[config.mk]
export PLATFORM = sky130hd
export DESIGN_NAME = hdlc_rx_frame_ctrl
export DESIGN_NICKNAME = d
export VERILOG_FILES = /design/src/rtl/hdlc_rx_frame_ctrl.sv
export SDC_FILE = /design/constraint.sdc
export NUM_CORES = 1
export LEC_CHECK = 0
export BUFFER_PORTS_ARGS = -buffer_cell sky130_fd_sc_hd__buf_4
export CORE_ASPECT_RATIO = 0.8
export CORE_MARGIN = 5
export CORE_UTILIZATION = 56
export DETAILED_ROUTE_END_ITERATION = 8
export GPL_TIMING_DRIVEN = 0
export PLACE_DENSITY = 0.86
export SYNTH_ARGS = -nofsm -noshare
export SYNTH_HDL_FRONTEND = slang
export SYNTH_SLANG_ARGS = --single-unit
export TNS_END_PERCENT = 50
[constraint.sdc]
create_clock -name Clk -period 5 [get_ports Clk]
set_input_delay 0.5 -clock Clk [delete_from_list [all_inputs] [get_ports Clk]]
set_output_delay 0.5 -clock Clk [all_outputs]
set_load 0.1 [all_outputs]
[src/rtl/hdlc_rx_frame_ctrl.sv]
// HDLC receive frame controller: opens/closes frames on flag/abort events, streams
// de-stuffed bytes into the Rx buffer and reports frame size and error status.
module hdlc_rx_frame_ctrl #(
    parameter int MAX_BYTES = 128,
    parameter int MIN_BYTES = 4,
    parameter int CNT_W     = 8
) (
    input  logic             Clk,
    input  logic             Rst,
    input  logic             Rx_Enable,
    input  logic             Rx_FlagDetect,
    input  logic             Rx_AbortDetect,
    input  logic             Rx_NewByte,
    input  logic [7:0]       Rx_Data,
    input  logic             Rx_FCSErr,
    input  logic             Rx_ReadDone,
    input  logic             Rx_Drop,
    output logic             Rx_ValidFrame,
    output logic             Rx_WrBuff,
    output logic [CNT_W-1:0] Rx_WrAddr,
    output logic [7:0]       Rx_DataBuff,
    output logic             Rx_EoF,
    output logic             Rx_Ready,
    output logic [CNT_W-1:0] Rx_FrameSize,
    output logic             Rx_FrameError,
    output logic             Rx_Overflow,
    output logic             Rx_AbortSignal
);
    typedef enum logic [1:0] {IDLE, OPEN, FRAME, DONE} state_t;

    localparam logic [CNT_W-1:0] MaxCnt = CNT_W'(MAX_BYTES);
    localparam logic [CNT_W-1:0] MinCnt = CNT_W'(MIN_BYTES);
    localparam logic [CNT_W-1:0] One    = CNT_W'(1);
    localparam logic [CNT_W-1:0] Two    = CNT_W'(2);

    state_t           state, stateNxt;
    logic [CNT_W-1:0] cnt, cntNxt;
    logic [CNT_W-1:0] addrNxt, sizeNxt;
    logic [7:0]       dataNxt;
    logic             wrNxt, eofNxt, abortNxt, errNxt, ovfNxt;

    // Both derive directly from the state register, so they already lag the
    // triggering event by one cycle.
    assign Rx_ValidFrame = (state == FRAME);
    assign Rx_Ready      = (state == DONE);

    always_comb begin
        stateNxt = state;
        cntNxt   = cnt;
        wrNxt    = 1'b0;
        addrNxt  = Rx_WrAddr;
        dataNxt  = Rx_DataBuff;
        eofNxt   = 1'b0;
        abortNxt = 1'b0;
        sizeNxt  = Rx_FrameSize;
        errNxt   = Rx_FrameError;
        ovfNxt   = Rx_Overflow;
        case (state)
            IDLE: begin
                if (Rx_Enable && Rx_FlagDetect)
                    stateNxt = OPEN;
            end
            OPEN: begin
                // Repeated flags keep the frame open; a byte together with a flag is dropped.
                if (!Rx_Enable || Rx_AbortDetect || (!Rx_FlagDetect && Rx_Drop)) begin
                    stateNxt = IDLE;
                end else if (!Rx_FlagDetect && Rx_NewByte) begin
                    stateNxt = FRAME;
                    cntNxt   = One;
                    wrNxt    = 1'b1;
                    addrNxt  = '0;
                    dataNxt  = Rx_Data;
                    sizeNxt  = '0;
                    errNxt   = 1'b0;
                    ovfNxt   = 1'b0;
                end
            end
            FRAME: begin
                if (!Rx_Enable) begin
                    stateNxt = IDLE;
                    cntNxt   = '0;
                end else if (Rx_AbortDetect) begin
                    stateNxt = IDLE;
                    cntNxt   = '0;
                    abortNxt = 1'b1;
                end else if (Rx_FlagDetect) begin
                    stateNxt = DONE;
                    eofNxt   = 1'b1;
                    sizeNxt  = (cnt >= MinCnt) ? cnt - Two : '0;
                    errNxt   = Rx_FCSErr | (cnt < MinCnt);
                end else if (Rx_Drop) begin
                    stateNxt = IDLE;
                    cntNxt   = '0;
                end else if (Rx_NewByte) begin
                    if (cnt < MaxCnt) begin
                        wrNxt   = 1'b1;
                        addrNxt = cnt;
                        dataNxt = Rx_Data;
                        cntNxt  = cnt + One;
                    end else begin
                        ovfNxt  = 1'b1;
                    end
                end
            end
            DONE: begin
                // Held frame survives Rx_Enable=0; only software releases it.
                if (Rx_ReadDone || Rx_Drop) begin
                    stateNxt = IDLE;
                    cntNxt   = '0;
                end
            end
            default: stateNxt = IDLE;
        endcase
    end

    always_ff @(posedge Clk) begin
        if (!Rst) begin
            state          <= IDLE;
            cnt            <= '0;
            Rx_WrBuff      <= 1'b0;
            Rx_WrAddr      <= '0;
            Rx_DataBuff    <= '0;
            Rx_EoF         <= 1'b0;
            Rx_AbortSignal <= 1'b0;
            Rx_FrameSize   <= '0;
            Rx_FrameError  <= 1'b0;
            Rx_Overflow    <= 1'b0;
        end else begin
            state          <= stateNxt;
            cnt            <= cntNxt;
            Rx_WrBuff      <= wrNxt;
            Rx_WrAddr      <= addrNxt;
            Rx_DataBuff    <= dataNxt;
            Rx_EoF         <= eofNxt;
            Rx_AbortSignal <= abortNxt;
            Rx_FrameSize   <= sizeNxt;
            Rx_FrameError  <= errNxt;
            Rx_Overflow    <= ovfNxt;
        end
    end
endmodule

# Word-level counts from Yosys, hierarchy flattened
# Index checks and enable logic that the tools add are counted.
# Widths: inputs -> output; s select.
dict set report word_totals {
  regBits 39
  inputBits 17
  output_inout_bits 31
  wordCells 123
}
dict set report op_classes {
  addsub 2
  order_cmp 3
  n_eq_ne 20
  mux 66
  n_bitwise 4
  reduce_logical 18
}
# op count
set ops {}
lappend ops {{$mux 8} 29}
lappend ops {{$pmux 8 s2} 3}
lappend ops {{$pmux 8 s3} 1}
lappend ops {{$mux 1} 21}
lappend ops {{$ne 2x2->1 const B} 10}
lappend ops {{$reduce_and 9->1} 2}
lappend ops {{$mux 2} 8}
lappend ops {{$ne 5x5->1 const B} 2}
lappend ops {{$add 8x1->8 const B} 1}
lappend ops {{$ge 8x3->1 const B} 1}
lappend ops {{$lt 8x3->1 const B} 1}
lappend ops {{$lt 8x8->1 const B} 1}
lappend ops {{$pmux 2 s4} 1}
lappend ops {{$sub 8x2->8 const B} 1}
lappend ops {{$reduce_and 7->1} 1}
lappend ops {{$pmux 1 s2} 3}
lappend ops {{$reduce_and 6->1} 1}
lappend ops {{$ne 5x4->1 const B} 1}
lappend ops {{$eq 2x2->1 const B} 2}
lappend ops {{$ne 2x1->1 const B} 2}
lappend ops {{$ne 4x4->1 const B} 1}
lappend ops {{$reduce_and 4->1} 1}
lappend ops {{$reduce_or 4->1} 1}
lappend ops {{$logic_and 1x1->1} 3}
lappend ops {{other kinds (10)} 15}

# Longest topological paths before layout
dict set report depth {
  depth_word 8
  mapped_depth 8
  ltp_nobuf 6
}

# Worst setup path before layout
# No wires, ideal clock.
dict set report synth_path {
  path_type {flip-flop to flip-flop}
  startpoint {register state[0]}
  endpoint {register cnt[3]}
  setup_ps 59
  arrival_time_ps 2648
  t_required_ps 4941
  path_slack_ps 2293
  path_stages_with_launch 9
  path_buffers 2
  synth_period_minus_slack_ps 2707
  cell_sequence {dfxtp_1 > inv_1 > ha_1 > buf_2 > nand4bb_1 > buf_2 > or4_1 > o32ai_1 > a31o_1}
}
dict set report synth_via {
  elab_chain_cells 3
  elab_cells_between_ends 12
  classes_between {eq/ne (9); mux (1); reduce/logical (2)}
}
# element line
set synth_lines {}
lappend synth_lines {{start: declaration} 36} ;# state_t state, stateNxt;
lappend synth_lines {{start signal: assignment} 129} ;# state <= stateNxt;
lappend synth_lines {{$eq 2x2->1 (*)} --}
lappend synth_lines {{net Rx_ValidFrame} 18} ;# output logic Rx_ValidFrame,
lappend synth_lines {{$ne 5x4->1 (no line), or another cell as far along} --}
lappend synth_lines {{$reduce_and 7->1 (no line)} --}
lappend synth_lines {{end signal: assignment} 130} ;# cnt <= cntNxt;
lappend synth_lines {{end: declaration} 37} ;# logic [CNT_W-1:0] cnt, cntNxt;
# Mark *: on every way through the listed nets, which the timed path passes. The rest lies on a longest branch.
# A chain may end at the register's enable or synchronous reset.

# Final worst setup path
dict set report layout_path {
  startpoint {register state[0]}
  endpoint {register Rx_FrameSize[6]}
}
dict set report layout_via {
  elab_chain_cells 3
  elab_cells_between_ends 10
  classes_between {eq/ne (7); mux (1); reduce/logical (2)}
}
# element line
set layout_lines {}
lappend layout_lines {{$eq 2x2->1 / $eq 2x1->1 (equally long branches)} 58} ;# case (state)
lappend layout_lines {{$ne 2x2->1 (no line) / $reduce_bool 2->1 (equally long branches)} --}
lappend layout_lines {{$reduce_and 6->1 (no line)} --}
lappend layout_lines {{end signal: assignment} 136} ;# Rx_FrameSize <= sizeNxt;
lappend layout_lines {{end: declaration} 24} ;# output logic [CNT_W-1:0] Rx_FrameSize,
# Several ways; a longest one is shown, not always the timed one.

==> flow_metrics.env <==
export IMPL_start_util=0.5726
export IMPL_place_gp_congestion=0.9073
export IMPL_crit_type="flip-flop to flip-flop"
export IMPL_synth_cell_types=50
export IMPL_synth_edf_count=0
export IMPL_postSynthCellCount=224
export IMPL_critPathSlowestCell="a211oi_1"
export IMPL_worstPathRequired_ns=5.22
export IMPL_worstPathArrival_ns=2.63
export IMPL_ys_warnings_count=0
export IMPL_peakVddDrop_mv=0.1959
export IMPL_dpl_hpwl_um=3506
export IMPL_boundaryPins=48
export IMPL_synth_area_per_cell_um2=8.630
export IMPL_num_rows=19
export IMPL_synth_fp_nets=249
export IMPL_viasPerCell=5.726
export IMPL_finalCoreUtilization=0.7276
export IMPL_dp_slack_ns=2.708
export IMPL_layout_common_cells="48 x buf_4, 39 x dfxtp_1, 32 x nand2_1, 22 x nor2_1, 13 x a21oi_1"
export IMPL_drc_errors=0
export IMPL_io_buffers=47
export IMPL_drive_gt1_frac=0.2258
export IMPL_grt_overflow_total=0
export IMPL_firstDrtPassIters=4
export IMPL_area_growth_pct=27.06
export IMPL_fill_cells=262
export IMPL_max_stage_delay_ns=0.80
export IMPL_clkTransAtPathRegs_ns=0.08
export IMPL_wire_per_inst_um=15.03
export IMPL_grt_max_degree=13
export IMPL_via_count=1838
export IMPL_final_cells=321
export IMPL_fin_skew_ns=0.003473
export IMPL_hold_path_class="primary input to flip-flop"
export IMPL_fin_tns_setup_ns=0
export IMPL_max_slew_margin_rel=0.3970
export IMPL_core_area_um2=3376
export IMPL_final_common_cell="buf_4"
export IMPL_status="complete, no violations"
export IMPL_nets=303
export IMPL_hold_buffers=0
export IMPL_postPlaceCellArea_um2=2338
export IMPL_grtUsageTotal=0.2151
export IMPL_multi_input_area_um2=1064
export IMPL_wl_um=4826
export IMPL_cts_sinks=39
export IMPL_cts_htree_levels=2
export IMPL_rsz0062_at_grt="false"
export IMPL_seq_area_frac_synth=0.4039
export IMPL_slew_violations=0
export IMPL_timing_fmax_mhz=414.4
export IMPL_design_die_area_um2=4734
export IMPL_layout_worst_path_cycle_share=0.4826
export IMPL_finalSetupViolCount=0
export IMPL_dp_cells=313
export IMPL_post_cts_buffers=0
export IMPL_cts_root_buf="clkbuf_8"
export IMPL_ys_ff_latch=39
export IMPL_async_flop_share=0
export IMPL_worst_slack_ns=2.587
export IMPL_final_area_um2=2456
export IMPL_met2WireLength_um=2166
export IMPL_highest_layer="met4"
export IMPL_cts_buffer_depth=2
export IMPL_cp_end_kind="flip-flop"
export IMPL_ys_flop_type="dfxtp_1"
export IMPL_critPathLaunchType="flip-flop"
export IMPL_cts_made_buffers=5
export IMPL_antenna_found_initial=0
export IMPL_max_cap_violations=0
export IMPL_cts_resized=0
export IMPL_hold_viol=0
export IMPL_cp_cell_sequence="inv_1, ha_1, buf_2, nand4b_1, a211oi_1, nand2_1, o22ai_1"
export IMPL_grt_pass1_vias=1699
export IMPL_drt_iter0_markers=144
export IMPL_n_antenna_cell=0
export IMPL_power_density_nw_per_um2=273.7
export IMPL_fp_dieW_um=75.69
export IMPL_regArea_um2=780.7
export IMPL_cts_tree="built"
export IMPL_m1WireLength_um=2201
export IMPL_max_slew_worst_pin_slew_ns=0.8990
export IMPL_crit_path_max_fanout=10
export IMPL_period_minus_slack_ns=2.413
export IMPL_met3_length_um=387
export IMPL_leakagePower_nw=1.041
export IMPL_die_h_um=62.55
export IMPL_netlist_area_um2=1933
export IMPL_antenna_left=0
export IMPL_clock_latency_ns=0.29
export IMPL_grt_pass1_wl_um=7928
-- flip-flops by register name (all words and copies together) (netlist names) --
signal,flops
Rx_DataBuff,8
Rx_FrameSize,8
Rx_WrAddr,8
cnt,8
state,2
Rx_AbortSignal,1
Rx_EoF,1
Rx_FrameError,1
Rx_Overflow,1
Rx_WrBuff,1
-- final cells by class --
type                       count  share of cell area
sequential                    39              0.3179
multi-input combinational    163              0.4330
tap                           42             0.02140
clock buffer                   6             0.03362
clock inverter                 2             0.01426
inverter                       7             0.01070
buffer                        15             0.02547
timing repair buffer          47              0.1437
-- per-layer routing --
metal  up-vias  global-route usage
li1        906                   -
met1       859              0.3009
met2        63              0.3017
met3        10             0.09646
met4         0             0.04803
met5         -                   0
-- worst max-delay path, delay by kind of cell, from the launching register on --
family          cells  cell delay, ns
compound gates      2            1.01
fa+ha+maj           1            0.17
buf+inv             2            0.30
flops               1            0.35
simple gates        2            0.50
-- synthesized netlist by cell type (2+ instances only) --
library cell  instances  area share
nor3_1                2      0.0052
nand3_1               7       0.018
o22ai_1               3      0.0097
a221o_1               4       0.021
dfxtp_1              39        0.40
a21o_1                2      0.0078
nand4_1               2      0.0065
ha_1                  8       0.052
nor2_1               22       0.043
a22oi_1               7       0.027
mux2i_1               4       0.021
o31ai_1               2      0.0078
nor4_1                2      0.0065
and2b_1               2      0.0078
or4_1                 2      0.0078
inv_1                 6       0.012
a32oi_1               5       0.023
nand2_1              32       0.062
nand2b_1              8       0.026
nor3b_1               2      0.0078
buf_2                 2      0.0052
xor2_1                5       0.023
o211ai_1              2      0.0078
a21oi_1              13       0.034
clkbuf_1             12       0.023
and3_1                5       0.016
-- report_power, final --
| part | internal [mW] | total, mW | switching [mW] | leakage (nW) |
|---|---|---|---|---|
| registers | 0.315 | 0.319 | 0.00397 | 0.314 |
| logic | 0.0332 | 0.0821 | 0.0489 | 0.665 |
| clock network | 0.161 | 0.271 | 0.110 | 0.0612 |
| total | 0.509 | 0.672 | 0.163 | 1.04 |
-- cells by family after synthesis --
logic type | Yosys count | synth area share
flip-flops | 39 | 0.4039
buffers and inverters | 22 | 0.04595
adder cells (fa/ha/maj) | 8 | 0.05178
XOR/XNOR | 5 | 0.02265
AO/OA/AOI/OAI | 49 | 0.2000
multiplexers | 4 | 0.02071
AND/OR/NAND/NOR | 97 | 0.2550
-- through the flow --
step / hold WS, ns / power, mW
after floorplan: 0.4709 / 0.3805
after global placement: 0.4413 / 0.4054
after detailed placement: 0.4483 / 0.4062
after CTS: 0.4489 / 0.6720
after global routing: 0.4494 / 0.6975
final: 0.4489 / 0.6722
-- path summary, 6_finish.rpt --
check / slack, ns / from / end / cells past startpoint
worst max register to register: 2.59 / state[0]$_SDFFE_PN0P_ / Rx_FrameSize[6]$_SDFFE_PN0P_ / 7
worst min register to register: 0.45 / Rx_DataBuff[5]$_SDFFE_PN0P_ / Rx_DataBuff[5]$_SDFFE_PN0P_ / 2
worst min-delay path: 0.45 / Rx_Data[6] / Rx_DataBuff[6]$_SDFFE_PN0P_ / 3
worst max-delay path: 2.59 / state[0]$_SDFFE_PN0P_ / Rx_FrameSize[6]$_SDFFE_PN0P_ / 7
(Power assumes the default switching activity.)
